## src/rtl/fetch_stage_pkg.sv

```systemverilog
// Shared types and constants for the instruction fetch stage.
package core_pkg;
  localparam int XLEN = 32;
  localparam logic [XLEN-1:0] INST_NOP = 32'h0000_0013;

  typedef struct packed {
    logic [XLEN-1:0] inst;
    logic [XLEN-1:0] pc;
  } fetch_entry_t;

  function automatic logic [XLEN-1:0] pc_next(input logic [XLEN-1:0] pc);
    return pc + 32'd4;
  endfunction
endpackage

```

## src/rtl/fetch_stage_if.sv

```systemverilog
// Fetch stage bus: redirect input, instruction-memory request/response, decode-side handshake.
// o_misaligned exists only when FETCH_MISALIGN_CHECK_EN is defined.
interface fetch_stage_if;
  import core_pkg::*;

  logic            i_redirect_valid;
  logic [XLEN-1:0] i_redirect_pc;
  logic            o_imem_req_valid;
  logic            i_imem_req_ready;
  logic [XLEN-1:0] o_imem_addr;
  logic            i_imem_resp_valid;
  logic [XLEN-1:0] i_imem_resp_data;
  logic            o_inst_valid;
  logic            i_inst_ready;
  logic [XLEN-1:0] o_inst;
  logic [XLEN-1:0] o_pc;
`ifdef FETCH_MISALIGN_CHECK_EN
  logic            o_misaligned;
`endif

  modport master (
    input  i_redirect_valid, i_redirect_pc, i_imem_req_ready, i_imem_resp_valid,
           i_imem_resp_data, i_inst_ready,
`ifdef FETCH_MISALIGN_CHECK_EN
    output o_misaligned,
`endif
    output o_imem_req_valid, o_imem_addr, o_inst_valid, o_inst, o_pc
  );

  modport slave (
    output i_redirect_valid, i_redirect_pc, i_imem_req_ready, i_imem_resp_valid,
           i_imem_resp_data, i_inst_ready,
`ifdef FETCH_MISALIGN_CHECK_EN
    input  o_misaligned,
`endif
    input  o_imem_req_valid, o_imem_addr, o_inst_valid, o_inst, o_pc
  );
endinterface

```

## src/rtl/fetch_stage_fifo.sv

```systemverilog
// Synchronous FIFO of fetch entries; a flush with a simultaneous push leaves exactly that entry.
module fetch_fifo
  import core_pkg::*;
#(
  parameter int DEPTH = 2,
  localparam int AW = $clog2(DEPTH),
  localparam int CW = AW + 1
) (
  input  logic         clk_i,
  input  logic         rst_i,
  input  logic         push_i,
  input  logic         pop_i,
  input  logic         flush_i,
  input  fetch_entry_t wdata_i,
  output fetch_entry_t rdata_o,
  output logic         full_o,
  output logic         empty_o,
  output logic [CW-1:0] count_o
);
  fetch_entry_t  mem_q [DEPTH];
  logic [AW-1:0] wptr_q, rptr_q;
  logic [CW-1:0] count_q;
  logic          do_push, do_pop;

  assign empty_o = (count_q == '0);
  assign full_o  = (count_q == CW'(DEPTH));
  assign count_o = count_q;
  assign rdata_o = mem_q[rptr_q];
  assign do_pop  = pop_i && !empty_o;
  assign do_push = push_i && (!full_o || do_pop);

  always_ff @(posedge clk_i or posedge rst_i) begin
    if (rst_i) begin
      for (int i = 0; i < DEPTH; i++) mem_q[i] <= '0;
      wptr_q  <= '0;
      rptr_q  <= '0;
      count_q <= '0;
    end else if (flush_i) begin
      rptr_q <= '0;
      if (push_i) begin
        mem_q[0] <= wdata_i;
        wptr_q   <= AW'(1);
        count_q  <= CW'(1);
      end else begin
        wptr_q  <= '0;
        count_q <= '0;
      end
    end else begin
      if (do_push) begin
        mem_q[wptr_q] <= wdata_i;
        wptr_q        <= wptr_q + AW'(1);
      end
      if (do_pop) rptr_q <= rptr_q + AW'(1);
      count_q <= count_q + CW'(do_push) - CW'(do_pop);
    end
  end
endmodule

```

## src/rtl/fetch_stage.sv

```systemverilog
// Instruction fetch stage: PC, in-order imem requests, response buffering and redirect flush.
// Optional FETCH_MISALIGN_CHECK_EN turns misaligned redirect targets into a single NOP entry.
module fetch_stage
  import core_pkg::*;
#(
  parameter logic [XLEN-1:0] RESET_PC = 32'h0000_0000,
  parameter int DEPTH = 2
) (
  input logic           i_clk,
  input logic           i_rst,
  fetch_stage_if.master fif
);
  localparam int CW = $clog2(DEPTH) + 1;
  localparam logic [CW:0] DEPTH_W = (CW+1)'(DEPTH);

  logic [XLEN-1:0] pc_q, pc_d;
  logic [CW-1:0]   drop_q, drop_d;
  fetch_entry_t    hold_q;

  logic            redirect, resp, resp_keep, req_fire, inst_pop, stall;
  logic [XLEN-1:0] target;
  logic            target_mis;
  logic [CW:0]     outstanding, occupancy;

  fetch_entry_t    pcq_wdata, pcq_head, ififo_wdata, ififo_head;
  logic [CW-1:0]   pcq_count, ififo_count;
  logic            pcq_full, pcq_empty, ififo_full, ififo_empty, ififo_push;
  logic            unused_ok;

  assign redirect  = fif.i_redirect_valid;
  assign resp      = fif.i_imem_resp_valid;
  assign resp_keep = resp && (drop_q == '0) && !pcq_empty;

  // Requests still owed a response are those awaiting a PC plus those already condemned.
  assign outstanding = {1'b0, drop_q} + {1'b0, pcq_count};
  assign occupancy   = outstanding + {1'b0, ififo_count};

`ifdef FETCH_MISALIGN_CHECK_EN
  logic stall_q, stall_d;
  assign target     = fif.i_redirect_pc;
  assign target_mis = |target[1:0];
  assign stall      = stall_q;
  assign stall_d    = redirect ? target_mis : stall_q;
  assign fif.o_misaligned = !ififo_empty && (|ififo_head.pc[1:0]);
  always_ff @(posedge i_clk or posedge i_rst) begin
    if (i_rst) stall_q <= 1'b0;
    else       stall_q <= stall_d;
  end
  assign unused_ok = ^{pcq_head.inst, pcq_full, ififo_full};
`else
  assign target     = {fif.i_redirect_pc[XLEN-1:2], 2'b00};
  assign target_mis = 1'b0;
  assign stall      = 1'b0;
  assign unused_ok  = ^{pcq_head.inst, pcq_full, ififo_full, fif.i_redirect_pc[1:0]};
`endif

  assign fif.o_imem_req_valid = !i_rst && !redirect && !stall && (occupancy < DEPTH_W);
  assign fif.o_imem_addr      = pc_q;
  assign req_fire             = fif.o_imem_req_valid && fif.i_imem_req_ready;

  assign fif.o_inst_valid = !ififo_empty;
  assign inst_pop         = !ififo_empty && fif.i_inst_ready && !redirect;
  assign fif.o_inst       = ififo_empty ? hold_q.inst : ififo_head.inst;
  assign fif.o_pc         = ififo_empty ? hold_q.pc   : ififo_head.pc;

  assign ififo_push = redirect ? target_mis : resp_keep;
  assign pcq_wdata  = '{inst: {XLEN{1'b0}}, pc: pc_q};

  always_comb begin
    ififo_wdata = '{inst: fif.i_imem_resp_data, pc: pcq_head.pc};
    if (redirect) ififo_wdata = '{inst: INST_NOP, pc: target};
  end

  always_comb begin
    pc_d   = pc_q;
    drop_d = drop_q;
    if (redirect) begin
      pc_d   = target;
      drop_d = CW'(outstanding - (CW+1)'(resp));
    end else begin
      if (req_fire) pc_d = pc_next(pc_q);
      if (resp && (drop_q != '0)) drop_d = drop_q - CW'(1);
    end
  end

  always_ff @(posedge i_clk or posedge i_rst) begin
    if (i_rst) begin
      pc_q   <= RESET_PC;
      drop_q <= '0;
      hold_q <= '0;
    end else begin
      pc_q   <= pc_d;
      drop_q <= drop_d;
      if (!ififo_empty) hold_q <= ififo_head;
    end
  end

  fetch_fifo #(.DEPTH(DEPTH)) u_pc_queue (
    .clk_i   (i_clk),
    .rst_i   (i_rst),
    .push_i  (req_fire),
    .pop_i   (resp_keep),
    .flush_i (redirect),
    .wdata_i (pcq_wdata),
    .rdata_o (pcq_head),
    .full_o  (pcq_full),
    .empty_o (pcq_empty),
    .count_o (pcq_count)
  );

  fetch_fifo #(.DEPTH(DEPTH)) u_inst_fifo (
    .clk_i   (i_clk),
    .rst_i   (i_rst),
    .push_i  (ififo_push),
    .pop_i   (inst_pop),
    .flush_i (redirect),
    .wdata_i (ififo_wdata),
    .rdata_o (ififo_head),
    .full_o  (ififo_full),
    .empty_o (ififo_empty),
    .count_o (ififo_count)
  );
endmodule
```

## src/flat_wrapper.sv

```systemverilog
// flat-port wrapper written by rule: the top's interface ports become plain ports
module fetch_stage_flat import core_pkg::*;
#(
  parameter logic [XLEN-1:0] RESET_PC = 32'h0000_0000,
  parameter int DEPTH = 2
)
  (i_clk, i_rst, fif_i_redirect_valid, fif_i_redirect_pc, fif_i_imem_req_ready, fif_i_imem_resp_valid, fif_i_imem_resp_data, fif_i_inst_ready, fif_o_imem_req_valid, fif_o_imem_addr, fif_o_inst_valid, fif_o_inst, fif_o_pc);
  fetch_stage_if fif_i ();
  input logic i_clk;
  input logic i_rst;
  input wire logic [$bits(fif_i.i_redirect_valid)-1:0] fif_i_redirect_valid;
  input wire logic [$bits(fif_i.i_redirect_pc)-1:0] fif_i_redirect_pc;
  input wire logic [$bits(fif_i.i_imem_req_ready)-1:0] fif_i_imem_req_ready;
  input wire logic [$bits(fif_i.i_imem_resp_valid)-1:0] fif_i_imem_resp_valid;
  input wire logic [$bits(fif_i.i_imem_resp_data)-1:0] fif_i_imem_resp_data;
  input wire logic [$bits(fif_i.i_inst_ready)-1:0] fif_i_inst_ready;
  output wire logic [$bits(fif_i.o_imem_req_valid)-1:0] fif_o_imem_req_valid;
  output wire logic [$bits(fif_i.o_imem_addr)-1:0] fif_o_imem_addr;
  output wire logic [$bits(fif_i.o_inst_valid)-1:0] fif_o_inst_valid;
  output wire logic [$bits(fif_i.o_inst)-1:0] fif_o_inst;
  output wire logic [$bits(fif_i.o_pc)-1:0] fif_o_pc;
  assign fif_i.i_redirect_valid = fif_i_redirect_valid;
  assign fif_i.i_redirect_pc = fif_i_redirect_pc;
  assign fif_i.i_imem_req_ready = fif_i_imem_req_ready;
  assign fif_i.i_imem_resp_valid = fif_i_imem_resp_valid;
  assign fif_i.i_imem_resp_data = fif_i_imem_resp_data;
  assign fif_i.i_inst_ready = fif_i_inst_ready;
  assign fif_o_imem_req_valid = fif_i.o_imem_req_valid;
  assign fif_o_imem_addr = fif_i.o_imem_addr;
  assign fif_o_inst_valid = fif_i.o_inst_valid;
  assign fif_o_inst = fif_i.o_inst;
  assign fif_o_pc = fif_i.o_pc;
  fetch_stage #(.RESET_PC(RESET_PC), .DEPTH(DEPTH)) u_core (.i_clk(i_clk), .i_rst(i_rst), .fif(fif_i));
endmodule
```

## config.mk

```make
export PLATFORM = sky130hd
export DESIGN_NAME = fetch_stage_flat
export DESIGN_NICKNAME = d
export VERILOG_FILES = /design/src/rtl/fetch_stage_pkg.sv /design/src/rtl/fetch_stage_if.sv /design/src/rtl/fetch_stage_fifo.sv /design/src/rtl/fetch_stage.sv /design/src/flat_wrapper.sv
export SDC_FILE = /design/constraint.sdc
export NUM_CORES = 1
export LEC_CHECK = 0
export CELL_PAD_IN_SITES_DETAIL_PLACEMENT = 0
export CELL_PAD_IN_SITES_GLOBAL_PLACEMENT = 1
export CORE_MARGIN = 4
export CORE_UTILIZATION = 39
export CTS_CLUSTER_SIZE = 12
export DETAILED_ROUTE_END_ITERATION = 7
export HOLD_SLACK_MARGIN = 0.12
export MAX_ROUTING_LAYER = met4
export PLACE_DENSITY_LB_ADDON = 0.2
export SETUP_SLACK_MARGIN = 0.15
export SYNTH_ARGS = -nofsm -noshare
export SYNTH_HDL_FRONTEND = slang
export SYNTH_SLANG_ARGS = --single-unit
```

## constraint.sdc

```tcl
create_clock -name i_clk -period 10.2 [get_ports i_clk]
set_input_delay 2.55 -clock i_clk [delete_from_list [all_inputs] [get_ports i_clk]]
set_output_delay 2.55 -clock i_clk [all_outputs]
set_load 0.1 [all_outputs]
```

======== Word-level counts from Yosys, hierarchy flattened ========
Index checks and enable logic that the tools add are counted.
operators by class
  multiplexer cells ....................... 40
  equal/unequal tests ..................... 4
  magnitude comparators ................... 7
  bitwise operators ....................... 5
  add/subtract/negate cells ............... 13
  reduce and logical (&&, ||, !) cells .... 36
operators with widths
  operator                                                                 count
  64-bit two-way mux                                                       10
  128-bit bitwise mux                                                      2
  128-bit two-way mux                                                      2
  32-bit two-way mux                                                       7
  64-bit demux with 1-bit select                                           2
  32-bit by 3-bit adder with 32-bit output, second input constant          1
  1-bit logical AND                                                        14
  2-bit nonzero test                                                       7
  1-bit two-way mux                                                        13
  2-bit >= comparator, second input constant                               4
  2-bit two-way mux                                                        4
  1-bit inverter with 2-bit output                                         4
  2-bit AND reduction                                                      4
  1-bit zero test                                                          6
  2-bit zero test                                                          3
  2-bit by 1-bit subtractor with 2-bit output                              3
  1-bit adder, second input constant                                       4
  2-bit by 1-bit adder with 2-bit output                                   2
  2-bit == test, second input constant                                     2
  2-bit by 1-bit < comparator with 1-bit output, second input constant     2
  2-bit by 1-bit inequality test with 1-bit output, second input constant  2
  2-bit by 2-bit adder with 3-bit output                                   1
  3-bit by 2-bit adder with 3-bit output                                   1
  3-bit by 2-bit < comparator with 1-bit output, second input constant     1
  3 further kinds                                                          4
word-level totals
  flip-flop bits (word level) ............. 362
  logic and storage cells ................. 123
  output and inout port bits .............. 98
  bits of input ports ..................... 70

======== Longest topological paths before layout ========
  depth after elaboration ................. 10
  mapped depth ............................ 11
  depth with buffers taken out ............ 11

======== By module ========
From an unflattened synthesis, not the netlist that was laid out.
second synthesis, totals
  cells, all modules ...................... 1216
  area, all modules ....................... 16514.6 µm²
modules (own cells, without submodules)
  module       area an instance (µm²)  times used  sequential area each (µm²)  cells each
  fetch_fifo   5796.8                  2           3303.2                      366
  fetch_stage  4921.0                  1           2402.3                      484

======== Worst setup path after synthesis ========
OpenSTA, ideal clock, no wires.
  path kind ............................... input-to-output
  start point ............................. input fif_i_redirect_valid
  end point ............................... output fif_o_imem_req_valid
  path slack .............................. 1.369 ns
  cell stages on the path ................. 4
  required time ........................... 7.650 ns
  arrival time ............................ 6.281 ns
  cell sequence ........................... clkbuf_1 > clkbuf_1 > clkbuf_1 > nor4b_1
on the way
  longest elaborated chain between the ends .. 3
ends and longest elaborated chain
  element                         line                RTL
  start, declared                 flat_wrapper.sv:11  input wire logic [$bits(fif_i.i_redirect_valid)-1:0] fif_i_redirect_valid;
  1-bit zero test                 fetch_stage.sv:57   assign fif.o_imem_req_valid = !i_rst && !redirect && !stall && (occupancy < DEPTH_W);
  1-bit logical AND (2 in a row)  fetch_stage.sv:57
  end, declared                   flat_wrapper.sv:17  output wire logic [$bits(fif_i.o_imem_req_valid)-1:0] fif_o_imem_req_valid;
Every way passes these cells.

======== Worst setup path after layout ========
  start point ............................. input i_rst
  end point ............................... output fif_o_imem_req_valid
on the way
  longest elaborated chain between the ends .. 3
ends and longest elaborated chain
  element                         line                RTL
  start, declared                 flat_wrapper.sv:10  input logic i_rst;
  1-bit zero test                 fetch_stage.sv:57
  1-bit logical AND (2 in a row)  fetch_stage.sv:57
Every way passes these cells.

==> metrics.md <==
| Metric | Value |
|---|---|
| Htree depth | `2` |
| Largest area contributor in the netlist | `dfrtp_1` |
| Drt first-iter violations | `470` |
| Most frequent cells in the layout | `dfrtp_1, nand2_1, clkdlybuf4s50_1, o21ai_0, nor2_1` |
| Placeable core region | `32,500 um2` |
| Placed Cells | `1,751` |
| Total GRT Usage | `18.4%` |
| Final hold viol count | `0` |
| Setup repair bufs after CTS | `0` |
| Worst-Skew Late Latency | `0.51 ns` |
| Die X | `190 um` |
| Hold_buf cts | `0` |
| RSZ-0062 raised after global routing | `no` |
| Final worst slack | `2.93 ns` |
| Sequential element share of the synthesized area | `56.5%` |
| Status | `complete, no violations` |
| Synthesized area | `12,800 um2` |
| Min Tclk post-route | `7.27 ns` |
| Vias | `9,150` |
| Tcrit/Tclk final | `71.3%` |
| # diodes | `0` |
| Port-buffer cells | `163` |
| WP data required | `7.65 ns` |
| Area growth syn-to-layout | `23.8%` |
| I/O pins | `168` |
| Worst Tran Pin Value | `1.08 ns` |
| Vias per cell | `5.05` |
| Startpoint types | `input port` |
| Synth top area share | `56.5%` |
| CTS tree | `done` |
| Detail Route Antenna Nets | `0` |
| Worst slack, placed | `2.97 ns` |
| Seq cells post-synth | `290` |
| WL final | `32,000 um` |
| Number of synthesized flops with an enable pin | `0` |
| Die Height | `190 um` |
| Critical path class | `input port to output pin` |
| Crit end category | `output pin` |
| Drt wl/cell | `17.7 um` |
| Cell mode on critical path | `clkdlybuf4s50_1` |
| First-pass GRT wire length | `52,000 um` |
| Fin cells | `1,811` |
| First drt pass iteration count | `5` |
| Critical-path maximum fanout | `4` |
| Setup TNS | `0 ns` |
| Worst Skew | `0.0202 ns` |
| Multi-input logic area | `5160 um2` |
| Initial antenna violation count | `0` |
| Clock tree buffer depth | `3` |
| Top post-synthesis cells by area | `dfrtp_1, mux2i_1, mux2_2` |
| CP delay by family, top | `buffers and inverters` |
| Most common cell after layout, fill and taps aside | `dfrtp_1` |
| CTS clk-pin slew, worst paths | `0.06 ns` |
| Nets@finish | `1,425` |
| Layout cell share with drive strength beyond 1 | `10.8%` |
| Routability cong. | `0.757` |
| Pin count of the biggest net entering global routing | `134` |
| Full die area | `35,900 um2` |
| Worst EP arrival | `4.72 ns` |
| Pins Over Slew Limit | `0` |
| Syn_area_per_cell | `10.5 um2` |
| Row cnt | `66` |
| Leak Pwr | `6.75 nW` |
| Syn. warnings | `0` |
| CP bufs+invs | `2` |
| Fillers | `3,099` |
| Slew HR | `27.7%` |
| Hold Path Class | `register to register` |
| Post-synth cell types | `53` |
| F_max | `0.137 GHz` |
| Initial core utilization | `39.5%` |
| Sequential Area | `7260 um2` |
| Cells after Synth | `1,221` |
| Number of global-route vias before repair | `9,218` |
| Max stage delay cell, worst path | `clkdlybuf4s50_1` |
| GR Overflow Total | `0` |
| Util after Layout | `48.9%` |
| DP Wirelength | `20,000 um` |
| Critical Path, Cell by Cell | `clkdlybuf4s50_1, nor4b_1, clkdlybuf4s50_1` |
| PwrDens | `315 nW/um2` |
| Clock Tree Root | `clkbuf_16` |
| Max rail drop VDD | `0.231 mV` |
| MaxCap Viol Count | `0` |
| Setup-failing EPs final | `0` |
| # clock sinks | `290` |
| Resized cells post-CTS | `0` |
| CTS Buf Count | `34` |
| DRC Markers | `0` |
| Top_reg_cell synth | `dfrtp_1` |
| FFs w/ async S/R, synth | `100%` |
| Worst path max stage delay | `1.21 ns` |
[sequential cells by signal (all words and copies together), names as in the netlist]
signal / flops
u_core.u_pc_queue.wptr_q: 1
u_core.u_inst_fifo.wptr_q: 1
u_core.u_pc_queue.rptr_q: 1
u_core.u_inst_fifo.mem_q: 126
u_core.fif.o_imem_addr: 30
u_core.drop_q: 2
u_core.u_inst_fifo.count_o: 2
u_core.u_inst_fifo.rptr_q: 1
u_core.hold_q: 63
u_core.u_pc_queue.mem_q: 61
u_core.u_pc_queue.count_o: 2
[synth_stat cells (all sizes together) (2+ instances only)]
library cell,count
and2,6
and4,7
xor2,4
o2bb2ai,3
a31oi,12
ha,8
o31ai,13
or3,5
a21oi,68
nor4b,2
nand2b,7
mux2i,87
nor3b,2
nand4,14
nor2b,3
or2,3
xnor2,10
nand3,13
or4,12
o31a,2
fa,2
nor4,4
mux2,72
nor2,97
o21a,4
o21ai,149
inv,14
nor3,6
a21o,13
dfrtp,290
and3,4
nand2,186
clkbuf,56
buf,31
a211oi,5
[logic make-up (layout without fill, tap and decap cells)]
group	after synthesis	after routing	share of synthesized area, %
xor gates and xnor gates	14	14	1.01
DFF	290	290	56.5
adders and majority gates	10	10	1.09
AOI/OAI and AO/OA	274	274	11.8
and+or+nand+nor	372	372	13.0
buffers and inverters	101	248	3.47
muxes	159	159	13.1
other	1	2	0.0292
[path summary, 6_finish.rpt]
path | to | cells past startpoint | slack (ns) | startpoint
worst max-delay path | fif_o_imem_req_valid | 3 | 2.93 | i_rst
worst min-delay path | u_core.u_inst_fifo.mem_q[4] | 2 | 0.47 | u_core.u_inst_fifo.mem_q[4]
worst max register to register | u_core.fif.o_imem_addr[30] | 7 | 6.32 | u_core.u_pc_queue.count_o[0]
worst min register to register | u_core.u_inst_fifo.mem_q[4] | 2 | 0.47 | u_core.u_inst_fifo.mem_q[4]
max in group asynchronous | u_core.u_inst_fifo.rptr_q | 4 | 5.62 | i_rst
min in group asynchronous | u_core.u_pc_queue.mem_q[83] | 2 | 2.80 | i_rst
[per-stage QoR]
step                hold slack [ns]  cell area [um2]  total power, mW
floorplan                     0.449            12900             3.31
global placement              0.461            14800             3.80
detailed placement            0.469            14800             3.83
CTS                           0.481            15900             5.08
global route                  0.496            15900             5.27
finish                        0.474            15900             5.02
[layer usage]
metal / GRT usage, % / vias up / part of all wire, %
li1: - / 4487 / -
met1: 26.9 / 4416 / 50
met2: 26.9 / 203 / 44
met3: 3.13 / 44 / 4.3
met4: 4.28 / 0 / 1.6
met5: - / - / 0
[where the power goes]
part / total, mW / leakage, nW / switching [mW] / internal (mW)
clock: 1.23 / 0.562 / 0.466 / 0.762
combinational: 2.17 / 2.42 / 1.60 / 0.570
sequential: 1.62 / 3.77 / 0.154 / 1.47
total: 5.02 / 6.75 / 2.22 / 2.80
[worst min-delay path: cells and delay by family, from the launching register on]
family	cells	cell delay (ns)
flip-flops	1	0.34
AO/OA/AOI/OAI	1	0.06
AND/OR/NAND/NOR	1	0.05
[area by class of cell]
class	instances	share of cell area (%)
Inverter	14	0.362
Multi-Input combinational cell	831	32.4
Clock inverter	6	0.503
Timing Repair Buffer	174	10.9
Clock buffer	54	6.66
Sequential cell	290	45.6
Tap cell	442	3.48
No activity file was read; power rests on OpenSTA's default activity.
